`src/rtl/alu_4_arb.sv`:
```
// Two-requester, round-robin arbitrated 4-bit ALU: grant in IDLE, compute for
// EXEC_CYCLES cycles, then hold a registered response in RESP until it is taken.
module alu_4_arb #(
  parameter int EXEC_CYCLES = 1
) (
  input  logic       clk,
  input  logic       rst_n,
  input  logic       req0_valid,
  input  logic [3:0] req0_a,
  input  logic [3:0] req0_b,
  input  logic [3:0] req0_op,
  input  logic       req1_valid,
  input  logic [3:0] req1_a,
  input  logic [3:0] req1_b,
  input  logic [3:0] req1_op,
  output logic       req0_ready,
  output logic       req1_ready,
  output logic       rsp_valid,
  input  logic       rsp_ready,
  output logic       rsp_id,
  output logic [7:0] rsp_result,
  output logic       rsp_err,
  output logic [1:0] dbg_state
);

  // Handshakes: a request transfers in a cycle where reqN_valid && reqN_ready;
  // the response transfers in a cycle where rsp_valid && rsp_ready.
  typedef enum logic [1:0] {
    IDLE = 2'd0,
    EXEC = 2'd1,
    RESP = 2'd2
  } state_t;

  state_t     state;
  logic       ptr;
  logic [2:0] cnt;
  logic [3:0] a_q;
  logic [3:0] b_q;
  logic [3:0] op_q;
  logic       id_q;

  logic       any_req;
  logic       grant1;
  logic [4:0] sum;
  logic [7:0] res_d;
  logic       err_d;

  // ptr holds the last-granted requester; on contention the other one wins.
  always_comb begin
    any_req    = req0_valid | req1_valid;
    grant1     = req1_valid & (~req0_valid | ~ptr);
    req0_ready = rst_n & (state == IDLE) & req0_valid & ~grant1;
    req1_ready = rst_n & (state == IDLE) & grant1;
    dbg_state  = state;
  end

  always_comb begin
    sum   = {1'b0, a_q} + {1'b0, b_q};
    res_d = 8'h00;
    err_d = 1'b0;
    case (op_q)
      4'd0:    res_d = {4'h0, a_q ^ b_q};
      4'd1:    res_d = {4'h0, a_q & b_q};
      4'd2:    res_d = {4'h0, a_q | b_q};
      4'd3:    res_d = {3'b000, sum};
      4'd4:    res_d = {4'h0, a_q} * {4'h0, b_q};
      4'd5:    res_d = {4'h0, a_q};
      4'd6:    res_d = {4'h0, b_q};
      default: err_d = 1'b1;
    endcase
  end

  always_ff @(posedge clk) begin
    if (!rst_n) begin
      state      <= IDLE;
      ptr        <= 1'b0;
      cnt        <= 3'd0;
      a_q        <= 4'h0;
      b_q        <= 4'h0;
      op_q       <= 4'h0;
      id_q       <= 1'b0;
      rsp_valid  <= 1'b0;
      rsp_id     <= 1'b0;
      rsp_result <= 8'h00;
      rsp_err    <= 1'b0;
    end else begin
      case (state)
        IDLE: begin
          if (any_req) begin
            ptr   <= grant1;
            id_q  <= grant1;
            a_q   <= grant1 ? req1_a : req0_a;
            b_q   <= grant1 ? req1_b : req0_b;
            op_q  <= grant1 ? req1_op : req0_op;
            cnt   <= 3'(EXEC_CYCLES);
            state <= EXEC;
          end
        end
        EXEC: begin
          if (cnt <= 3'd1) begin
            cnt        <= 3'd0;
            rsp_result <= res_d;
            rsp_err    <= err_d;
            rsp_id     <= id_q;
            rsp_valid  <= 1'b1;
            state      <= RESP;
          end else begin
            cnt <= cnt - 3'd1;
          end
        end
        RESP: begin
          if (rsp_ready) begin
            rsp_valid <= 1'b0;
            state     <= IDLE;
          end
        end
        default: state <= IDLE;
      endcase
    end
  end

endmodule
```
`config.mk`:
```
export PLATFORM = sky130hd
export DESIGN_NAME = alu_4_arb
export DESIGN_NICKNAME = d
export VERILOG_FILES = /design/src/rtl/alu_4_arb.sv
export SDC_FILE = /design/constraint.sdc
export NUM_CORES = 1
export LEC_CHECK = 0
export BUFFER_PORTS_ARGS = -buffer_cell sky130_fd_sc_hd__buf_2
export CORE_MARGIN = 1
export CORE_UTILIZATION = 59
export CTS_CLUSTER_DIAMETER = 40
export CTS_CLUSTER_SIZE = 8
export DETAILED_ROUTE_END_ITERATION = 8
export PLACE_DENSITY_LB_ADDON = 0.25
export SYNTH_ARGS = -nofsm -noshare
export SYNTH_HDL_FRONTEND = slang
export SYNTH_SLANG_ARGS = --single-unit
```
`constraint.sdc`:
```
create_clock -name clk -period 7.1 [get_ports clk]
set_input_delay 2.13 -clock clk [delete_from_list [all_inputs] [get_ports clk]]
set_output_delay 2.13 -clock clk [all_outputs]
set_load 0.005 [all_outputs]
```
==> Word-level counts from Yosys, hierarchy flattened <==
Index checks and enable logic that the tools add are counted.
{ "totals": {"elab_cells": 63, "output_inout_bits": 15, "register_bits": 29, "inputBits": 29} }
{ "op_classes": {"n_addsub": 2, "eq_ne": 11, "order_cmp": 1, "reduce_logical": 10, "mux": 15, "n_mul": 1, "n_bitwise": 13} }
{ "op_table": {"columns": ["op", "n"], "rows": [
  ["8-bit one-hot mux with 7 select lines", 1],
  ["4-bit by 3-bit == test with 1-bit output (second input constant)", 3],
  ["4-bit two-way mux", 3],
  ["4-bit by 2-bit == test with 1-bit output (second input constant)", 2],
  ["4-bit by 4-bit multiplier with 8-bit output", 1],
  ["7-bit OR reduction", 1],
  ["2-bit two-way mux", 3],
  ["3-bit two-way mux", 2],
  ["2-bit != test (second input constant)", 3],
  ["2-bit one-hot mux with 3 select lines", 1],
  ["3-bit one-hot mux with 2 select lines", 1],
  ["2-bit AND reduction", 3],
  ["3-bit AND reduction", 2],
  ["4-bit by 4-bit adder with 5-bit output", 1],
  ["1-bit AND", 5],
  ["4-bit AND", 1],
  ["4-bit by 1-bit == test with 1-bit output (second input constant)", 1],
  ["4-bit zero test", 1],
  ["4-bit OR", 1],
  ["2-bit nonzero test", 2],
  ["4-bit bitwise XOR", 1],
  ["3-bit by 1-bit less-or-equal comparator with 1-bit output (second input constant)", 1],
  ["1-bit two-way mux", 3],
  ["1-bit NOT", 3],
  ["6 further kinds", 7]
]} }

==> Logic depth before layout (Yosys ltp) <==
Gate-level depths: netlist of the first run.
{ "logic_depth": {"ltp_word": 5, "depth_mapped": 11} }

==> Worst setup path after synthesis of the first run <==
OpenSTA, ideal clock, no wires.
{ "synth_timing": {"path_type": "input to output", "from": "in req1_valid", "to": "out req0_ready", "cell_stages": 3, "t_arrival_ns": 2.755, "setup_slack_ns": 2.215, "cell_sequence": "a21boi_2 buf_2 nor2_1"} }
{ "synth_between": {"elab_chain_cells": 3} }
{ "synth_rtl": {"columns": ["element", "line", "rtl"], "rows": [
  ["from (decl)", "12", "input logic req1_valid,"],
  ["1-bit AND", "51", "grant1 = req1_valid & (~req0_valid | ~ptr);"],
  ["1-bit NOT", "52", "req0_ready = rst_n & (state == IDLE) & req0_valid & ~grant1;"],
  ["1-bit AND", "52", null],
  ["to (decl)", "16", "output logic req0_ready,"]
]} }
No other way between the ends.

==> Worst setup path in the final report of the first run <==
{ "layout_timing": {"from": "in req0_valid", "to": "out req1_ready"} }
{ "layout_between": {"elab_chain_cells": 4} }
{ "layout_rtl": {"columns": ["element", "line", "rtl"], "rows": [
  ["from (decl)", "8", "input logic req0_valid,"],
  ["1-bit NOT", "51", null],
  ["1-bit OR", "51", null],
  ["1-bit AND", "51", null],
  ["1-bit AND", "53", "req1_ready = rst_n & (state == IDLE) & grant1;"],
  ["to (decl)", "17", "output logic req1_ready,"]
]} }
No other way between the ends.

==> flow_metrics.env, run 1 <==
export IMPL_max_slew_margin_pct=40.4
export IMPL_final_setup_tns_ns=0
export IMPL_clock_path_buffers=2
export IMPL_synthToLayoutAreaGrowth_pct=13.4
export IMPL_hold_viol_final=0
export IMPL_whs_path_depth=1
export IMPL_peakVddDrop_mv=0.146
export IMPL_cts_buffers_inserted=5
export IMPL_diodes=0
export IMPL_cpMostUsedCell="buf_2"
export IMPL_fin_util_pct=70.6
export IMPL_crit_chain="buf_2 -> a21boi_2 -> and3_1 -> buf_2"
export IMPL_grt_max_degree=25
export IMPL_p_per_area_nw_per_um2=228
export IMPL_rows=21
export IMPL_drive_gt1_share_pct=21.1
export IMPL_syn_nets=284
export IMPL_hold_path_class="register to register"
export IMPL_reg2reg_slack_ns=3.99
export IMPL_htreeDepth=2
export IMPL_synthArstFlopShare_pct=0
export IMPL_grt_pass1_vias=1576
export IMPL_rsz0062_at_grt="no"
export IMPL_switching_share_pct=35.7
export IMPL_tightest_slew_ns=0.888
export IMPL_slew_viol_final=0
export IMPL_status="finished, final reports clean"
export IMPL_synthFlopType="dfxtp_1"
export IMPL_cts_tree="done"
export IMPL_core_area_um2=3360
export IMPL_grt_pass1_wl_um=6800
export IMPL_endpoint="req1_ready"
export IMPL_fin_cells=312
export IMPL_die_area_um2=3790
export IMPL_r2r_end="rsp_result[3]"
export IMPL_cp_max_fo=14
export IMPL_internal_power_w=0.000348
export IMPL_nNetsFinal=322
export IMPL_io_buffers=43
export IMPL_ant_nets=0
export IMPL_power_leakage_nw=1.27
export IMPL_cap_violations=0
export IMPL_dieHeight_um=61.6
export IMPL_drcViolationCount=0
export IMPL_cts_hold_buf=0
export IMPL_pin_count=44
export IMPL_die_w_um=61.6
export IMPL_synthCells=228
export IMPL_r2r_start="a_q[1]"
export IMPL_synth_edf_count=0
export IMPL_critPathLaunch="req0_valid"
export IMPL_drtIter0Drc=49
export IMPL_initial_utilization_pct=62.3
export IMPL_cp_start_kind="primary input"
export IMPL_skew_ns=0.0171
export IMPL_syn_area_um2=2090
export IMPL_post_dp_hpwl_um=3340
export IMPL_num_vias=1782
export IMPL_track_usage_pct=24.8
export IMPL_timing_critical_path_required_ns=4.97
export IMPL_cts_root_buf="clkbuf_4"
export IMPL_min_period_ns=5.48
export IMPL_grt_overflow_total=0
export IMPL_p_sw_w=0.000194
export IMPL_cp_arrival_ns=3.35
export IMPL_cp_slowest_stage_delay_ns=0.68
export IMPL_post_route_period_util_pct=77.2
export IMPL_comb_power_share_pct=35.0
export IMPL_ys_seq_area_share_pct=27.7
export IMPL_slowest_stage="a21boi_2"
export IMPL_clockPowerShare_pct=24.1
export IMPL_post_cts_buffers=0
export IMPL_p_seq_share_pct=40.9
export IMPL_drt_first_pass_iters=4
export IMPL_routed_wl_um=4380
export IMPL_endpoint_kind="output pin"
export IMPL_vias_per_cell=5.71
export IMPL_setup_viol=0
export IMPL_ys_types=48
export IMPL_placed_cells=305
export IMPL_synth_seq_cells=29
export IMPL_antenna_found_initial=0
export IMPL_post_cts_resize_count=0
export IMPL_cts_sinks=29
export IMPL_yosys_warnings=0
export IMPL_reg2reg_depth=9
export IMPL_routabilityCongestion=0.915
export IMPL_worstSetupPathType="primary input to output pin"
export IMPL_max_freq_mhz=182
export IMPL_avgRoutedWirePerCell_um=14.0
export IMPL_cts_clk_slew_worst_paths_ns=0.08
export IMPL_whs_ns=0.463
export IMPL_fill_cells=300
export IMPL_clkLatencyLatePin_ns=0.35
export IMPL_syn_area_per_cell_um2=9.19
-- final cells by class --
type                            count  area (um^2)  share of cell area [%]
Timing Repair Buffer               43          215                    9.06
Sequential cell                    29          581                    24.4
Clock buffer                        5         37.5                    1.58
Multi-Input combinational cell    171         1390                    58.5
Tap cell                           46         57.6                    2.42
Clock inverter                      2         35.0                    1.47
Inverter                           16         60.1                    2.53
-- worst min path at each step --
stage	end	from
floorplan	rsp_result[0]	rsp_result[0]
global placement	rsp_result[0]	rsp_result[0]
detailed placement	rsp_result[1]	rsp_result[1]
CTS	rsp_result[3]	rsp_result[3]
global route	rsp_result[3]	rsp_result[3]
finish	rsp_result[3]	rsp_result[3]
-- cells in the final DEF, fill, tap and decap left out, drive strengths merged, types with 6 or more instances in the layout --
master and instances:
buf 43, o211a 13, inv 16, nor2b 6
mux2i 15, nor2 14, ha 22, a21oi 7
nand2 25, dfxtp 29
-- layer usage --
metal	up-vias	share of wire [%]	global-route usage, %	wire, um
li1	896	-	-	-
met1	832	47	30.1	2050
met2	46	48	42.1	2090
met3	8	3.9	6.09	172
met4	0	1.6	9.84	68
met5	-	0	0	0
-- synth_stat cells (2+ instances only) --
cell / instances / share of area [%]
ha_1: 22 / 13
buf_6: 2 / 1.1
o22ai_1: 2 / 0.60
a21o_1: 3 / 1.1
a21oi_1: 7 / 1.7
a22oi_1: 2 / 0.72
fa_1: 5 / 4.8
dfxtp_1: 29 / 28
o211a_1: 13 / 6.2
nor2b_1: 6 / 1.8
mux2i_1: 15 / 7.2
inv_1: 16 / 2.9
o21ai_0: 2 / 0.48
a31o_2: 2 / 0.84
and2_1: 2 / 0.60
a311o_1: 2 / 0.96
o2bb2ai_1: 5 / 2.1
nor2_1: 14 / 2.5
nand2b_1: 5 / 1.5
nand2_1: 25 / 4.5
o21bai_1: 2 / 0.72
a221oi_1: 2 / 0.84
buf_2: 3 / 0.72
clkbuf_1: 7 / 1.3
a311oi_1: 2 / 0.84
xnor2_1: 5 / 2.1
and3_1: 3 / 0.90
a21boi_0: 3 / 1.1
a22o_1: 3 / 1.3
-- registers in the layout (all words and copies together) (netlist names) --
signal	flops
rsp_id	1
id_q	1
a_q	4
cnt	3
dbg_state	2
rsp_err	1
b_q	4
rsp_valid	1
rsp_result	8
op_q	4
-- logic make-up after synthesis --
family                     Yosys count  synth area share (%)
AOI/OAI and AO/OA                   61                  23.8
xor gates and xnor gates             6                  2.51
adders and majority gates           27                  17.9
buffers and inverters               28                  5.91
DFF                                 29                  27.7
muxes                               17                  8.78
and+or+nand+nor                     60                  13.3
-- power by group through the flow --
stage / logic [W] / registers (W) / clock network, W
final: 0.000190 / 0.000222 / 0.000131
after global routing: 0.000212 / 0.000226 / 0.000139
after CTS: 0.000190 / 0.000220 / 0.000133
after detailed placement: 0.000189 / 0.000224 / 0
after global placement: 0.000182 / 0.000223 / 0
after floorplan: 0.000160 / 0.000207 / 0
-- critical path: cells and delay by family --
kind	cells	cell delay, ns
compound gates	1	0.68
buf+inv	2	0.25
simple gates	1	0.30
-- through the flow --
step / power, W / worst slack, ns / cell area [um^2]
floorplan: 0.000366 / 2.22 / 2090
global placement: 0.000405 / 1.67 / 2300
detailed placement: 0.000413 / 1.61 / 2300
CTS: 0.000544 / 1.61 / 2380
global route: 0.000576 / 1.51 / 2380
finish: 0.000542 / 1.62 / 2380
(Power assumes the default switching activity.)
==> inputs of run 2 (changes only) <==
- CORE_UTILIZATION: 59 -> 55
- clock period: 7.1 -> 5.3 ns (I/O delays scaled with it)
==> flow_metrics.env, run 2 (synthesis gave the netlist of run 1 again) <==
export IMPL_hold_end="rsp_result[3]"
export IMPL_max_slew_margin_pct=54.4
export IMPL_fin_cells=316
export IMPL_rsz0062_at_grt="no"
export IMPL_drt_first_pass_iters=4
export IMPL_routabilityCongestion=0.860
export IMPL_routed_wl_um=3900
export IMPL_dieHeight_um=63.7
export IMPL_vias_per_cell=5.45
export IMPL_cts_hold_buf=0
export IMPL_cts_clk_slew_worst_paths_ns=0.06
export IMPL_synthToLayoutAreaGrowth_pct=15.3
export IMPL_avgRoutedWirePerCell_um=12.3
export IMPL_skew_ns=0.00381
export IMPL_worstSetupPathType="primary input to output pin"
export IMPL_cts_buffers_inserted=5
export IMPL_placed_cells=308
export IMPL_diodes=0
export IMPL_min_period_ns=3.88
export IMPL_cap_violations=0
export IMPL_pin_count=44
export IMPL_whs_path_depth=1
export IMPL_crit_buf_inv=3
export IMPL_tightest_slew_ns=0.684
export IMPL_clkLatencyLatePin_ns=0.28
export IMPL_crit_family="buffers and inverters"
export IMPL_cp_max_fo=13
export IMPL_largest_reg_flops=8
export IMPL_mostFrequentLayoutCells="buf_2 (43), dfxtp_1 (29), nand2_1 (25)"
export IMPL_cp_arrival_ns=2.29
export IMPL_num_vias=1723
export IMPL_p_per_area_nw_per_um2=307
export IMPL_nNetsFinal=323
export IMPL_track_usage_pct=21.6
export IMPL_core_area_um2=3660
export IMPL_cts_sinks=29
export IMPL_power_leakage_nw=1.29
export IMPL_grt_overflow_total=0
export IMPL_r2r_start="a_q[1]"
export IMPL_cpMostUsedCell="buf_2"
export IMPL_drive_gt1_share_pct=21.6
export IMPL_post_cts_resize_count=0
export IMPL_grt_pass1_wl_um=6820
export IMPL_cp_start_kind="primary input"
export IMPL_die_area_um2=4060
export IMPL_cts_root_buf="clkbuf_8"
export IMPL_drcViolationCount=0
export IMPL_ant_nets=0
export IMPL_timing_critical_path_required_ns=3.71
export IMPL_peakVddDrop_mv=0.190
export IMPL_reg2reg_slack_ns=2.22
export IMPL_hold_start="rsp_result[3]"
export IMPL_max_freq_mhz=258
export IMPL_slowest_stage="buf_4"
export IMPL_post_route_period_util_pct=73.2
export IMPL_setup_viol=0
export IMPL_post_cts_buffers=0
export IMPL_post_dp_hpwl_um=3010
export IMPL_top_register="rsp_result"
export IMPL_initial_utilization_pct=57.2
export IMPL_die_w_um=63.7
export IMPL_crit_chain="buf_2 -> a21boi_2 -> buf_4 -> nor2_1 -> buf_2"
export IMPL_final_setup_tns_ns=0
export IMPL_hold_viol_final=0
export IMPL_io_buffers=43
export IMPL_final_common_cell="buf_2"
export IMPL_htreeDepth=2
export IMPL_grt_pass1_vias=1595
export IMPL_antenna_found_initial=0
export IMPL_grt_max_degree=25
export IMPL_cts_tree="done"
export IMPL_hold_path_class="register to register"
export IMPL_rows=22
export IMPL_r2r_end="rsp_result[3]"
export IMPL_cp_slowest_stage_delay_ns=0.24
export IMPL_slew_viol_final=0
export IMPL_endpoint_kind="output pin"
export IMPL_clock_path_buffers=2
export IMPL_reg2reg_depth=9
export IMPL_status="finished, final reports clean"
export IMPL_drtIter0Drc=58
export IMPL_fill_cells=332
## run 2: cell count changes in the layout (fill, tap and decap cells not counted)
cell,before,now
clkbuf_4,5,0
buf_4,0,1
bufinv_16,1,0
clkbuf_8,0,7
## run 2: where the power goes
part / switching, W / internal (W) / leakage, nW
Sequential: 0.0000457 / 0.000248 / 0.238
Combinational: 0.000127 / 0.000122 / 0.993
Clock: 0.0000800 / 0.000117 / 0.0542
Total: 0.000253 / 0.000488 / 1.29
## run 2: routing by layer
| metal | vias up | wire length (um) | GRT usage, % |
|---|---|---|---|
| li1 | 897 | - | - |
| met1 | 780 | 1890 | 27.2 |
| met2 | 41 | 1780 | 35.0 |
| met3 | 5 | 177 | 6.52 |
| met4 | 0 | 51 | 6.82 |
| met5 | - | 0 | 0 |
## run 2: how the worst max path moves through the flow
stage | depth (start not counted) | startpoint | end
final | 5 | req0_valid | req0_ready
after global routing | 5 | req0_valid | req0_ready
after CTS | 5 | req0_valid | req0_ready
after detailed placement | 5 | req0_valid | req0_ready
after global placement | 5 | req0_valid | req0_ready
after floorplan | 3 | req1_valid | req0_ready
## run 2: final cells by class
type / count / area, um^2 / area share (%)
Clock buffer: 7 / 96.3 / 3.99
Clock inverter: 1 / 5.00 / 0.207
Multi-Input combinational cell: 171 / 1390 / 57.6
Sequential cell: 29 / 581 / 24.0
Inverter: 16 / 60.1 / 2.49
Tap cell: 48 / 60.1 / 2.49
Timing Repair Buffer: 44 / 223 / 9.22
## run 2: stage by stage
| step | util (%) | cell area (um^2) | hold WS (ns) | power (W) | setup slack, ns |
|---|---|---|---|---|---|
| floorplan | - | 2090 | 0.456 | 0.000491 | 1.50 |
| global placement | 63.2 | 2310 | 0.443 | 0.000544 | 1.43 |
| detailed placement | 63.2 | 2310 | 0.444 | 0.000548 | 1.41 |
| CTS | 66.0 | 2410 | 0.461 | 0.000748 | 1.41 |
| global route | 66.0 | 2410 | 0.470 | 0.000801 | 1.34 |
| finish | 66.0 | 2410 | 0.462 | 0.000741 | 1.42 |
